### config.mk
export PLATFORM = sky130hd
export DESIGN_NAME = fifo_unpack
export DESIGN_NICKNAME = d
export VERILOG_FILES = /design/src/rtl/fifo_pkg.sv /design/src/rtl/fifo_unpack_mux.sv /design/src/rtl/fifo_unpack.sv
export SDC_FILE = /design/constraint.sdc
export NUM_CORES = 1
export LEC_CHECK = 0
export BUFFER_PORTS_ARGS = -buffer_cell sky130_fd_sc_hd__buf_2
export CAP_MARGIN = 25
export CORE_UTILIZATION = 50
export CTS_BUF_LIST = sky130_fd_sc_hd__clkbuf_8 sky130_fd_sc_hd__clkbuf_16
export DETAILED_ROUTE_END_ITERATION = 7
export GPL_ROUTABILITY_DRIVEN = 0
export PLACE_DENSITY = 0.78
export SETUP_SLACK_MARGIN = 0.05
export SYNTH_ARGS = -nofsm -noshare
export SYNTH_HDL_FRONTEND = slang
export SYNTH_SLANG_ARGS = --single-unit
### constraint.sdc
create_clock -name clk -period 1.8 [get_ports clk]
set_input_delay 0.45 -clock clk [delete_from_list [all_inputs] [get_ports clk]]
set_output_delay 0.45 -clock clk [all_outputs]
set_load 0.01 [all_outputs]
### src/rtl/fifo_pkg.sv
// Shared definitions for the FIFO word packer/unpacker pair: tag placement and
// the unpacker state encoding.
package fifo_pkg;

    typedef enum logic {
        ST_IDLE   = 1'b0,
        ST_ACTIVE = 1'b1
    } state_t;

    // EOF tag sits directly above the payload in every FIFO word.
    function automatic int tag_pos(input int nslice, input int slicewidth);
        return nslice * slicewidth;
    endfunction

endpackage

### src/rtl/fifo_unpack_mux.sv
// Combinational slice selector: picks slice i_idx of a wide payload, with the
// slice ordering chosen by MSB_FIRST.
module fifo_unpack_mux #(
    parameter int SLICEWIDTH = 8,
    parameter int NSLICE     = 2,
    parameter int MSB_FIRST  = 1,
    parameter int IW         = (NSLICE > 1) ? $clog2(NSLICE) : 1
) (
    input  logic [NSLICE*SLICEWIDTH-1:0] i_payload,
    input  logic [IW-1:0]                i_idx,
    output logic [SLICEWIDTH-1:0]        o_slice
);

    // Out-of-range indices yield zero.
    always_comb begin
        o_slice = '0;
        for (int k = 0; k < NSLICE; k++) begin
            if (i_idx == IW'(k)) begin
                o_slice = i_payload[((MSB_FIRST != 0) ? (NSLICE - 1 - k) : k) * SLICEWIDTH +: SLICEWIDTH];
            end
        end
    end

endmodule

### src/rtl/fifo_unpack.sv
// Pops tagged wide words from the FIFO's registered read port and streams them
// out as narrow slices, flagging the last slice of EOF-tagged words.
module fifo_unpack
    import fifo_pkg::*;
#(
    parameter int SLICEWIDTH = 8,
    parameter int NSLICE     = 2,
    parameter int MSB_FIRST  = 1,
    parameter int CNTWIDTH   = 16
) (
    input  logic                           clk,
    input  logic                           reset,
    input  logic [NSLICE*SLICEWIDTH:0]     fifo_rd_data,
    input  logic                           fifo_ne,
    output logic                           fifo_re,
    output logic [SLICEWIDTH-1:0]          out_data,
    output logic                           out_valid,
    output logic                           out_last,
    input  logic                           out_ready,
    output logic                           busy,
    output logic [CNTWIDTH-1:0]            frame_cnt
);

    localparam int PW   = NSLICE * SLICEWIDTH;
    localparam int TAGB = tag_pos(NSLICE, SLICEWIDTH);
    localparam int IW   = (NSLICE > 1) ? $clog2(NSLICE) : 1;
    localparam logic [IW-1:0] LAST_IDX = IW'(NSLICE - 1);

    if (NSLICE < 2) begin : g_nslice_chk
        $error("fifo_unpack: NSLICE must be >= 2");
    end

    state_t              r_state;
    logic [PW-1:0]       r_pay;
    logic                r_tag;
    logic [IW-1:0]       r_idx;
    logic [SLICEWIDTH-1:0] r_data;
    logic                r_valid;
    logic                r_last;
    logic [CNTWIDTH-1:0] r_cnt;

    logic                w_acc;
    logic                w_at_last;
    logic [IW-1:0]       w_idx_nxt;
    logic [SLICEWIDTH-1:0] w_slice_nxt;
    logic [SLICEWIDTH-1:0] w_slice_new;
    logic                w_re;

    assign w_acc     = r_valid & out_ready;
    assign w_at_last = (r_idx == LAST_IDX);
    assign w_idx_nxt = r_idx + IW'(1);

    // Output data is registered, so look one slice ahead of the held word and
    // at slice 0 of the FIFO head for the reload path.
    fifo_unpack_mux #(
        .SLICEWIDTH(SLICEWIDTH), .NSLICE(NSLICE), .MSB_FIRST(MSB_FIRST), .IW(IW)
    ) u_mux_nxt (
        .i_payload(r_pay), .i_idx(w_idx_nxt), .o_slice(w_slice_nxt)
    );

    fifo_unpack_mux #(
        .SLICEWIDTH(SLICEWIDTH), .NSLICE(NSLICE), .MSB_FIRST(MSB_FIRST), .IW(IW)
    ) u_mux_new (
        .i_payload(fifo_rd_data[PW-1:0]), .i_idx('0), .o_slice(w_slice_new)
    );

    // Pop uses only the FIFO's registered not-empty, so no loop through re.
    always_comb begin
        w_re = 1'b0;
        if (!reset) begin
            case (r_state)
                ST_IDLE:   w_re = fifo_ne;
                ST_ACTIVE: w_re = w_acc & w_at_last & fifo_ne;
                default:   w_re = 1'b0;
            endcase
        end
    end

    always_ff @(posedge clk or posedge reset) begin
        if (reset) begin
            r_state <= ST_IDLE;
            r_pay   <= '0;
            r_tag   <= 1'b0;
            r_idx   <= '0;
            r_data  <= '0;
            r_valid <= 1'b0;
            r_last  <= 1'b0;
            r_cnt   <= '0;
        end else begin
            if (w_acc && r_last) begin
                r_cnt <= r_cnt + CNTWIDTH'(1);
            end
            case (r_state)
                ST_IDLE: begin
                    if (w_re) begin
                        r_pay   <= fifo_rd_data[PW-1:0];
                        r_tag   <= fifo_rd_data[TAGB];
                        r_idx   <= '0;
                        r_data  <= w_slice_new;
                        r_valid <= 1'b1;
                        r_last  <= 1'b0;
                        r_state <= ST_ACTIVE;
                    end
                end
                ST_ACTIVE: begin
                    if (w_acc) begin
                        if (!w_at_last) begin
                            r_idx  <= w_idx_nxt;
                            r_data <= w_slice_nxt;
                            r_last <= r_tag & (w_idx_nxt == LAST_IDX);
                        end else if (w_re) begin
                            r_pay  <= fifo_rd_data[PW-1:0];
                            r_tag  <= fifo_rd_data[TAGB];
                            r_idx  <= '0;
                            r_data <= w_slice_new;
                            r_last <= 1'b0;
                        end else begin
                            r_valid <= 1'b0;
                            r_last  <= 1'b0;
                            r_state <= ST_IDLE;
                        end
                    end
                end
                default: r_state <= ST_IDLE;
            endcase
        end
    end

    assign fifo_re   = w_re;
    assign out_data  = r_data;
    assign out_valid = r_valid;
    assign out_last  = r_last;
    assign busy      = (r_state == ST_ACTIVE);
    assign frame_cnt = r_cnt;

endmodule

Yosys cells after proc, flatten, opt, wreduce, memory -nomap -nowiden
Index checks and enable logic that the tools add are counted.
{"block": "classes", "n_reduce_logical": 4, "addsub": 2, "n_bitwise": 5, "eq_ne": 4, "mux": 32}
{"op": "$mux W16", "count": 3}
{"op": "$mux W8", "count": 4}
{"op": "$pmux W16 S2", "count": 1}
{"op": "$mux W1", "count": 17}
{"op": "$add A16 B1 Y16 const B", "count": 1}
{"op": "$pmux W8 S2", "count": 1}
{"op": "$pmux W1 S2", "count": 6}
{"op": "$and A1 B1 Y1", "count": 4}
{"op": "$ne A2 B1 Y1 const B", "count": 2}
{"op": "$ne A2 B2 Y1 const B", "count": 2}
{"op": "$reduce_and A2 Y1", "count": 2}
{"op": "$reduce_and A4 Y1", "count": 1}
{"op": "$add A1 B1 Y1 const B", "count": 1}
{"op": "$logic_and A1 B1 Y1", "count": 1}
{"op": "$not A1 Y1", "count": 1}
{"block": "totals", "ff_bits": 45, "input_bits": 21, "out_inout_bits": 28, "elab_cells": 55}

Longest topological paths before layout
{"block": "depth", "ltp_word": 9, "depth_mapped": 6, "ltp_nobuf": 4}

Hierarchy
Synthesis repeated with hierarchy kept, for this count alone.
{"block": "hier_totals", "cells_unflattened": 177, "hier_area_um2": 2185.8}
{"mod": "fifo_unpack", "seq_area_each_um2": 1126.1, "instances": 1, "area_per_inst_um2": 1923.1, "cells_per_inst": 159}
{"mod": "fifo_unpack_mux", "seq_area_each_um2": 0.0, "instances": 2, "area_per_inst_um2": 131.4, "cells_per_inst": 9}

Worst setup path after synthesis
Ideal clock, no wire load.
{"block": "synth_path", "path_type": "input-to-output", "start": "input fifo_ne", "end": "output fifo_re", "path_stages": 3, "t_required_ns": 1.350, "setup_slack_ns": 0.320, "arrival_time_ns": 1.030, "cell_sequence": "or2b_4 -> a21oi_4 -> buf_12"}
{"block": "synth_via", "elab_chain_len": 3}
{"item": "from (decl)", "line": "fifo_unpack.sv:14", "text": "input logic fifo_ne,"}
{"item": "$and A1 B1 Y1", "line": "fifo_unpack.sv:73", "text": "ST_ACTIVE: w_re = w_acc & w_at_last & fifo_ne;"}
{"item": "$pmux W1 S2 (*)", "line": "fifo_unpack.sv:71", "text": "case (r_state)"}
{"item": "$mux W1 (*)", "line": "fifo_unpack.sv:70", "text": "if (!reset) begin"}
{"item": "to (decl)", "line": "fifo_unpack.sv:15", "text": "output logic fifo_re,"}
Every way passes the cells marked *; elsewhere a longest branch is shown, timed or not.

Worst setup path after layout
{"block": "layout_path", "start": "register r_idx", "end": "output fifo_re"}
{"block": "layout_via", "elab_chain_len": 4}
{"item": "from (decl)", "line": "fifo_unpack.sv:36", "text": "logic [IW-1:0] r_idx;"}
{"item": "from (signal assigned)", "line": "fifo_unpack.sv:108", "text": "r_idx <= w_idx_nxt;"}
{"item": "$and A1 B1 Y1 (2 in series)", "line": "fifo_unpack.sv:73"}
{"item": "$pmux W1 S2", "line": "fifo_unpack.sv:71"}
{"item": "$mux W1", "line": "fifo_unpack.sv:70"}
Every way passes these cells.

==> results by group <==
Critical path
  – Cell chain of the critical path: nand3_2 > a21oi_4 > buf_2
  – Data required time of the critical path: 1350 ps
  – Worst Setup EP: fifo_re
  – CP max FO: 6
  – FF-to-FF path depth: 4
  – Category of the critical setup timing path: register to primary output
  – Worst EP arrival: between 1000 and 1500 ps
  – CP max stage delay: 420 ps
  – Kind of capture point of the worst setup path: primary output
  – Endpoint of the worst register-to-register path: r_pay[1]
  – Worst Path Buf+Inv: 1
  – Worst reg-to-reg setup slack: 440 ps
  – CP max-delay cell: dfrtp_2
  – Worst Setup Start Kind: register
  – Cell family with the largest share of critical-path delay: flip-flops
  – Launching instance or port of the critical path: r_idx
  – Number of gates on the worst path with buffers counted: 3
  – Worst reg2reg path startpoint: r_idx

STA
  – Period Utilization, post-route: 0.919
  – Number of failing hold endpoints at the final stage: 0
  – Final setup violating endpoints: 0
  – Tightest Pin Transition: 448 ps
  – Count of pins over their slew limit: 0
  – Post-Route Setup TNS: 0 ps
  – Maximum achievable frequency: ~600 MHz
  – Worst hold slack after final layout: 272 ps
  – Worst slew slack as a fraction of its limit: 0.702
  – Setup WS post-layout: 145 ps
  – RSZ-0062 raised after global routing: false
  – Tmin final: 1650 ps
  – Skew final: 4.79 ps

Pwr
  – Sw power: 0.000628 W
  – Static Leak: 1.03 nW
  – Portion of total power attributed to sequential cells: 0.531
  – P_int: between 0.0015 and 0.002 W
  – Peak supply drop: 0.690 mV
  – Portion of total power attributed to the clock network: 0.260
  – Logic gate share of total power: 0.209
  – Switching Share: 0.287
  – PD cells: about 1100 mW/mm²

Synth
  – Yosys Warn Count: 0
  – Simple-Gate Fraction of Synth Area: 0.168
  – Adder-cell share of the synthesized area: 0.00748
  – Area fraction in compound gates after synthesis: 0.0830
  – Mux cell area share after synthesis: 0.0845
  – Post-synthesis instance area: 0.00167 mm²
  – Synthesized instance count: between 100 and 150
  – Top flip-flop cell by instance count after synthesis: dfrtp_1
  – Synthesized area per cell: 11.9 µm²
  – Post-Synth XOR/XNOR Area: 0.0838
  – Share of flip-flops with an asynchronous set or reset after synthesis: 1.00
  – Number of synthesized register bits: 37
  – Seq/Total Area, Yosys: 0.553
  – Number of synthesized flops with an enable pin: 0
  – Synthesized net count: 162
  – Main combinational cell family by area after synthesis: simple AND/OR/NAND/NOR gates
  – Yosys cell types: 31

Final layout
  – Reg area: roughly 930 µm²
  – Top library cells by usage in the layout, fill and taps aside: buf_2, dfrtp_1, nand2_1
  – Area of the multi-input gates: 713 µm²
  – Fraction of layout instances using a drive strength above 1: 0.406
  – Number of inserted diodes: 0
  – Most frequent standard cell in the layout excluding fill and tap cells: buf_2
  – Final nets: 218
  – Number of inserted filler cells in the final layout: 254
  – Post-Layout Inst Area: 0.00206 mm²
  – Layout area overhead: 23.0%

Detailed routing
  – Router iterations before antenna repair: 4
  – Metal2 WL: 1460 µm
  – Highest routed metal layer: met4
  – DRC violations left: 0
  – Drt wl/cell: approximately 13 µm
  – First DRT Iteration DRCs: 33
  – Detailed-routed wire length on met3: 235 µm
  – Detailed Route WL: approximately 3200 µm
  – Number of vias per cell: 5.27
  – Vias after detailed routing: 1269
  – Antenna-violating nets left: 0
  – Post-Route M1 WL: roughly 1400 µm

Global route
  – Maximum number of pins on one net before global-route repair: 38
  – Antenna violations before repair: 0
  – Global-route wire length before repair: 5200 µm
  – Vias in the first global route: roughly 1.2k
  – Overflow left after global routing: 0
  – Global-route usage over all layers: 0.207

Clock tree
  – Post-cts sizing count: 0
  – Root buffer cell: clkbuf_8
  – Clock insertion delay at the later pin of the skew report: between 200 and 300 ps
  – Sinks on Clock Net: 37
  – Number of CTS-inserted buffers: 5
  – Number of buffers added for setup after CTS: 0
  – Maximum count of clock buffers along a single path: 2
  – CTS Hold Buffers Added: 0
  – H-Tree Level Count: 2
  – Clock transition at the registers of the reported paths: 70 ps
  – Clock tree from TritonCTS: done

Floorplan
  – Full die area: 0.00358 mm²
  – Die width: 59.8 µm
  – Total core area: 0.00310 mm²
  – Initial Utilization: 0.539
  – Number of top-level pins: 49
  – Total number of placement rows: 20
  – Overall die height: ~60 µm

Hold path
  – HP Class: primary input to asynchronous set/reset pin

Status
  – Run status: finished, final reports clean

Placed design
  – HPWL after DPL: 2310 µm
  – Input/output buffers: 48
  – Placed cell area: 0.00197 mm²
  – Pre-CTS setup slack: 150 ps

Flow run
  – Max-capacitance violation count: 0
flip-flops by register name, indices dropped and copies added (netlist names):
signal,flops
out_last,1
out_data,8
busy,1
r_pay,8
frame_cnt,16
out_valid,1
r_tag,1
r_idx,1
worst register-to-register path: stages, from the launching register on:
cell and delay (ps):
dfrtp_2 420, nand3_2 120, a21oi_4 210, buf_4 190, mux2_4 310
worst min-delay path by stage:
stage / startpoint / end / slack [ps] / cells after the start
6_report: reset / frame_cnt[3] / 270 / 3
4_1_cts: reset / out_data[4] / 270 / 3
3_3_place_gp: frame_cnt[15] / frame_cnt[15] / 460 / 1
5_1_grt: reset / r_pay[0] / 310 / 3
2_1_floorplan: r_tag / r_tag / 470 / 1
3_5_place_dp: frame_cnt[15] / frame_cnt[15] / 460 / 1
per-layer routing:
layer  global-route usage  up-vias
met4                0.110        0
li1                     -      602
met5                    0        -
met3               0.0714        4
met1                0.257      602
met2                0.316       61
cell families (layout without fill, tap and decap cells):
family	Yosys count	in the layout
compound gates	21	21
xor+xnor	16	16
fa+ha+maj	1	1
buf+inv	4	61
flops	37	37
mux	10	10
simple gates	51	51
power groups by stage:
stage	logic [W]	registers, W	clock network, W
floorplan	0.000252	0.00119	0
global placement	0.000445	0.00117	0
detailed placement	0.000465	0.00117	0
CTS	0.000464	0.00116	0.000577
global route	0.000506	0.00118	0.000626
finish	0.000458	0.00116	0.000569
metrics by stage:
step	utilization	total power, W	std cells
6_report	0.663	0.00219	241
3_5_place_dp	0.634	0.00163	233
5_1_grt	0.663	0.00232	241
2_1_floorplan	-	0.00144	140
4_1_cts	0.662	0.00220	241
3_3_place_gp	0.634	0.00161	233
synth_stat cells, types with 2 or more instances:
| master | instances | area [µm²] |
|---|---|---|
| a21oi_1 | 10 | 50.1 |
| and4_1 | 2 | 17.5 |
| buf_2 | 2 | 10.0 |
| dfrtp_1 | 37 | 926 |
| mux2_4 | 8 | 120 |
| nand2_1 | 14 | 52.6 |
| nand2b_1 | 3 | 18.8 |
| nand3_1 | 6 | 30.0 |
| nand4_1 | 4 | 25.0 |
| nor2_1 | 12 | 45.0 |
| o22ai_1 | 8 | 50.1 |
| xnor2_1 | 12 | 105 |
| xor2_1 | 4 | 35.0 |
area by class of cell:
| cell class | instances | share of cell area |
|---|---|---|
| Clock buffer | 5 | 0.0335 |
| Clock inverter | 3 | 0.00852 |
| Inverter | 1 | 0.00182 |
| Timing Repair Buffer | 52 | 0.131 |
| Sequential cell | 37 | 0.451 |
| Tap cell | 44 | 0.0268 |
| Multi-Input combinational cell | 99 | 0.347 |
Power figures use the tool's default switching activity.
